[src/rtl/alu_issue_wb.sv]
// Issue/writeback stage around the combinational ALU: it owns the register file and the
// architectural flags. A four-state sequencer retires one instruction every four cycles.
module alu_issue_wb #(
    parameter int DW   = 32,
    parameter int NREG = 32
) (
    input  logic          clk,
    input  logic          rst_n,
    input  logic          in_valid,
    output logic          in_ready,
    input  logic [2:0]    in_op,
    input  logic          in_dir,
    input  logic [4:0]    in_rs,
    input  logic [4:0]    in_rt,
    input  logic [4:0]    in_rd,
    input  logic          in_use_imm,
    input  logic [DW-1:0] in_imm,
    input  logic          in_use_carry,
    input  logic          in_wb_en,
    output logic [DW-1:0] alu_reg1,
    output logic [DW-1:0] alu_reg2,
    output logic [2:0]    alu_op,
    output logic          alu_cin,
    output logic          alu_dir,
    input  logic [DW-1:0] alu_res,
    input  logic          alu_carry,
    input  logic          alu_zero,
    input  logic          alu_neg,
    input  logic          alu_ovf,
    input  logic          alu_update_carry,
    output logic [3:0]    flags,
    output logic          done,
    input  logic [4:0]    dbg_addr,
    output logic [DW-1:0] dbg_data
);
    typedef enum logic [1:0] {S_IDLE, S_OPR, S_EXE, S_WB} state_t;

    state_t        r_state, w_next;
    logic [DW-1:0] r_rf [NREG];
    logic [2:0]    r_op;
    logic          r_dir, r_use_imm, r_use_carry, r_wb_en;
    logic [4:0]    r_rs, r_rt, r_rd;
    logic [DW-1:0] r_imm, r_res, r_reg1, r_reg2;
    logic [2:0]    r_alu_op;
    logic          r_cin, r_alu_dir, r_done;
    logic [3:0]    r_flags;
    logic          w_accept;
    logic [DW-1:0] w_rs_data, w_rt_data;

    // R0 and any address beyond the implemented file read as zero.
    function automatic logic [DW-1:0] rf_rd(input logic [4:0] a, input logic [DW-1:0] v);
        return (a == 5'd0 || 32'(a) >= NREG) ? '0 : v;
    endfunction

    assign w_rs_data = rf_rd(r_rs, r_rf[r_rs]);
    assign w_rt_data = rf_rd(r_rt, r_rf[r_rt]);
    assign dbg_data  = rf_rd(dbg_addr, r_rf[dbg_addr]);

    assign in_ready = (r_state == S_IDLE);
    assign w_accept = in_valid && in_ready;
    assign alu_reg1 = r_reg1;
    assign alu_reg2 = r_reg2;
    assign alu_op   = r_alu_op;
    assign alu_cin  = r_cin;
    assign alu_dir  = r_alu_dir;
    assign flags    = r_flags;
    assign done     = r_done;

    always_comb begin
        w_next = r_state;
        case (r_state)
            S_IDLE:  if (w_accept) w_next = S_OPR;
            S_OPR:   w_next = S_EXE;
            S_EXE:   w_next = S_WB;
            default: w_next = S_IDLE;
        endcase
    end

    always_ff @(posedge clk or negedge rst_n) begin
        if (!rst_n) r_state <= S_IDLE;
        else        r_state <= w_next;
    end

    always_ff @(posedge clk or negedge rst_n) begin
        if (!rst_n) begin
            r_op <= '0; r_dir <= 1'b0; r_rs <= '0; r_rt <= '0; r_rd <= '0;
            r_use_imm <= 1'b0; r_imm <= '0; r_use_carry <= 1'b0; r_wb_en <= 1'b0;
            r_reg1 <= '0; r_reg2 <= '0; r_alu_op <= '0; r_cin <= 1'b0; r_alu_dir <= 1'b0;
            r_res <= '0; r_flags <= '0; r_done <= 1'b0;
            for (int i = 0; i < NREG; i++) r_rf[i] <= '0;
        end else begin
            r_done <= (r_state == S_WB);
            case (r_state)
                S_IDLE: if (w_accept) begin
                    r_op <= in_op; r_dir <= in_dir;
                    r_rs <= in_rs; r_rt <= in_rt; r_rd <= in_rd;
                    r_use_imm <= in_use_imm; r_imm <= in_imm;
                    r_use_carry <= in_use_carry; r_wb_en <= in_wb_en;
                end
                S_OPR: begin
                    r_reg1    <= w_rs_data;
                    r_reg2    <= r_use_imm ? r_imm : w_rt_data;
                    r_alu_op  <= r_op;
                    r_alu_dir <= r_dir;
                    r_cin     <= r_use_carry & r_flags[3];
                end
                S_EXE: begin
                    r_res   <= alu_res;
                    // Carry is sticky across ops that do not define it.
                    r_flags <= {alu_update_carry ? alu_carry : r_flags[3], alu_zero, alu_neg, alu_ovf};
                end
                default: begin
                    if (r_wb_en && r_rd != 5'd0 && 32'(r_rd) < NREG) r_rf[r_rd] <= r_res;
                end
            endcase
        end
    end
endmodule
[config.mk]
export PLATFORM = sky130hd
export DESIGN_NAME = alu_issue_wb
export DESIGN_NICKNAME = d
export VERILOG_FILES = /design/src/rtl/alu_issue_wb.sv
export SDC_FILE = /design/constraint.sdc
export NUM_CORES = 2
export LEC_CHECK = 0
export ABC_AREA = 0
export CAP_MARGIN = 30
export CELL_PAD_IN_SITES_DETAIL_PLACEMENT = 1
export CELL_PAD_IN_SITES_GLOBAL_PLACEMENT = 2
export CORE_MARGIN = 4
export CORE_UTILIZATION = 40
export CTS_BUF_LIST = sky130_fd_sc_hd__clkbuf_4
export DETAILED_ROUTE_END_ITERATION = 10
export PLACE_DENSITY = 0.86
export SYNTH_ARGS = -nofsm -noshare
export SYNTH_HDL_FRONTEND = slang
export SYNTH_SLANG_ARGS = --single-unit
[constraint.sdc]
create_clock -name clk -period 2.8 [get_ports clk]
set_clock_uncertainty 0.05 [all_clocks]
set_input_delay 0.56 -clock clk [delete_from_list [all_inputs] [get_ports clk]]
set_output_delay 0.56 -clock clk [all_outputs]
set_load 0.05 [all_outputs]
==> results by group <==
Logic synthesis
  – Top_reg_cell synth: dfrtp_1
  – Post-Synth Adder-Cell Area: 0.0725%
  – Ys async rst share: 100%
  – Seq cells post-synth: 1186
  – Warnings from Yosys: 0
  – Largest family of logic cells by synthesized area: multiplexers
  – Register area share after synthesis: 43.0%
  – Compound-cell area share of the yosys netlist: 4.94%
  – Syn_nets: 4970
  – Syn Inst Count: 4867
  – Synth Area in XOR/XNOR: 0%
  – Post-synthesis simple-gate area fraction: 2.94%
  – Syn Area/Cell: 14.2 um^2
  – Syn Std Cell Area: 69000 um^2
  – Post-synth EDFFs: 0
  – Count of unique library cells instantiated by Yosys: 46
  – Fraction of synthesized area in multiplexers: 45.4%

Floorplan
  – Initial Util: 40.2%
  – Full die area: 179000 um^2
  – Core region area: 172000 um^2
  – Row count: 152
  – Ports: 206
  – DIE HEIGHT: 423 um
  – Die width: 423 um

GRT
  – Pin count of the biggest net entering global routing: 73
  – GRT Overall Usage: 32.2%
  – Initial antenna violation count: 9
  – Vias in the first global route: 58117
  – First-pass GRT wire length: 423000 um
  – GRT overflow: 0

Routing
  – Wirelength, routed: 297000 um
  – DRC Markers: 0
  – Vias: 54818
  – Initial DRC count: 6566
  – Wire per inst: 36.4 um
  – DRT Pass-1 Iters: 6
  – DRT antenna net count: 0
  – Vias per inst: 6.72

Placed design
  – IO Port Bufs: 205
  – Routability cong.: 0.912
  – DP HPWL: 181000 um
  – Placed instance area: 77400 um^2

Clock network
  – Maximum clock path buffer count: 4
  – Reg clk slew, reported paths: 0.09 ns
  – Clock root buffer: clkbuf_4
  – H-tree lvl count: 5
  – CTS tree: yes
  – CTS sink count: 1186
  – CTS Buf Count: 331
  – Clock insertion delay at the later pin of the skew report: 1.43 ns

Final layout
  – Layout cells sized above 1: 54.1%
  – # nets final: 5715
  – Synth-to-layout area growth: 22.4%
  – Layout fillers: 17073
  – Fin area: 84500 um^2
  – Most common cell after layout, fill and taps aside: dfrtp_1
  – Commonest cells after routing, fill and taps aside: dfrtp_1 (1139), mux2_2 (1114), mux4_2 (642)

STA
  – Final worst path period share: 140%
  – Final min period: 3.92 ns
  – PnR worst setup slack: -1.12 ns
  – Max Freq: 0.255 GHz
  – RSZ-0062 raised after global routing: yes
  – Fin. Hold Viols: 0
  – Worst-margin pin slew: 1.09 ns
  – Setup TNS: -33.09 ns
  – Final Slew Violations: 0
  – Worst slew margin: 27.4%
  – Setup violators final: 58

Hold path
  – Hold Crit Class: in -> reg

Worst setup path
  – Critical path class: reg -> out
  – Req. time, crit path: 2.19 ns
  – CP max FO: 2
  – Critical Path AT: 3.31 ns
  – CP Launch Type: register
  – CP endpoint kind: primary output

Power and ir drop
  – PwrDens: 1080 nW/um^2
  – Total power: 91600 uW
  – VDD IR-drop max: 671 uV
  – Leakage power: 0.0382 uW

Run status
  – Failing checks: setup timing
  – Status: complete, but fails checks

Flow run
  – Maxcap violations: 0
-- layer usage --
metal  vias up  wire length [um]  GRT usage, %
met1     28696            103000          38.1
met5         -                27             0
met2      3995            134000          48.8
met3      1440             30300          9.08
met4         4             29000          26.7
li1      20683                 -             -
-- flip-flops by register name, summed over array words and instances (netlist names), 3 cells and up --
signal	cells
alu_reg2	32
r_rt	5
r_rd	5
r_op	3
r_rf	1024
r_rs	5
r_res	32
alu_reg1	32
alu_op	3
flags	4
r_imm	32
-- stage by stage --
step,hold WS [ns],setup slack [ns],cells,util [%]
2_1_floorplan,0.214,-0.0112,4867,-
3_3_place_gp,0.356,-0.473,7236,45.0
3_5_place_dp,0.362,-0.492,7247,45.1
4_1_cts,0.0653,-1.11,8078,48.8
5_1_grt,0.0721,-1.14,8150,49.2
6_report,0.141,-1.12,8156,49.3
-- worst paths after layout --
kind | slack, ns | start | depth (start not counted) | to
hold / removal | 0.14 | alu_res[1] | 2 | r_res[1]
min in group asynchronous | 0.51 | rst_n | 4 | r_rf[819]
hold reg to reg | 0.38 | r_rf[1019] | 0 | r_rf[1019]
max in group asynchronous | 1.41 | rst_n | 4 | r_rf[515]
setup / recovery | -1.12 | r_rf[18] | 4 | dbg_data[18]
setup reg to reg | -0.06 | r_state[1] | 9 | r_rf[939]
-- power by group --
part           switching [uW]  internal (uW)
clock network            8240           8010
registers                7650          22700
logic                   23700          21300
-- cell type report --
type,count,area (um^2),share of cell area (%)
inverter,14,60.1,0.0711
clock inverter,98,520,0.616
clock buffer,459,3450,4.08
antenna,10,25.0,0.0296
sequential,1186,29800,35.2
multi-input combinational,3122,37500,44.4
tap,2310,2890,3.42
timing repair buffer,957,10300,12.2
-- cells by family (layout without fill, tap and decap cells) --
kind of cell,Yosys count,after routing
flip-flops,1186,1186
AND/OR/NAND/NOR,425,425
other,0,10
multiplexers,2188,2188
buffers and inverters,559,1528
adder cells (fa/ha/maj),4,4
AO/OA/AOI/OAI,505,505
-- what timing repair did --
item | 4_1_cts | 5_1_grt
hold buffers | 94 | 0
pin swaps | 9 | 5
cloned | 0 | 2
setup buffers | 181 | 58
endpoints found under the setup margin | 109 | 306
resized for setup | 479 | 40
endpoints found under the hold margin | 1277 | 0
-- cells in the mapped netlist, types with 19 or more instances --
cell type / n / area share, %
nor3_1: 32 / 0.23
and3_1: 25 / 0.23
a22o_1: 24 / 0.30
nor2_1: 205 / 1.1
mux4_2: 642 / 21
buf_4: 22 / 0.24
nor4_1: 32 / 0.29
mux2i_1: 428 / 6.2
a2111oi_0: 37 / 0.47
o31ai_1: 25 / 0.27
buf_2: 168 / 1.2
o21ai_0: 75 / 0.54
buf_1: 46 / 0.25
o22ai_1: 140 / 1.3
buf_6: 20 / 0.33
o211ai_1: 31 / 0.34
nand3_1: 19 / 0.14
nand3b_1: 27 / 0.29
nand2_1: 43 / 0.23
a21o_1: 32 / 0.35
a21oi_1: 65 / 0.47
a2bb2oi_1: 31 / 0.39
a22oi_1: 30 / 0.33
dfrtp_1: 1186 / 43
mux2_2: 1114 / 18
clkbuf_1: 289 / 1.6
-- worst max-delay path: stages, from the launching register on --
cell	delay (ns)
dfrtp_1	0.46
mux4_2	0.57
mux4_2	0.51
a21o_4	0.23
buf_12	0.14
Power figures use the tool's default switching activity.
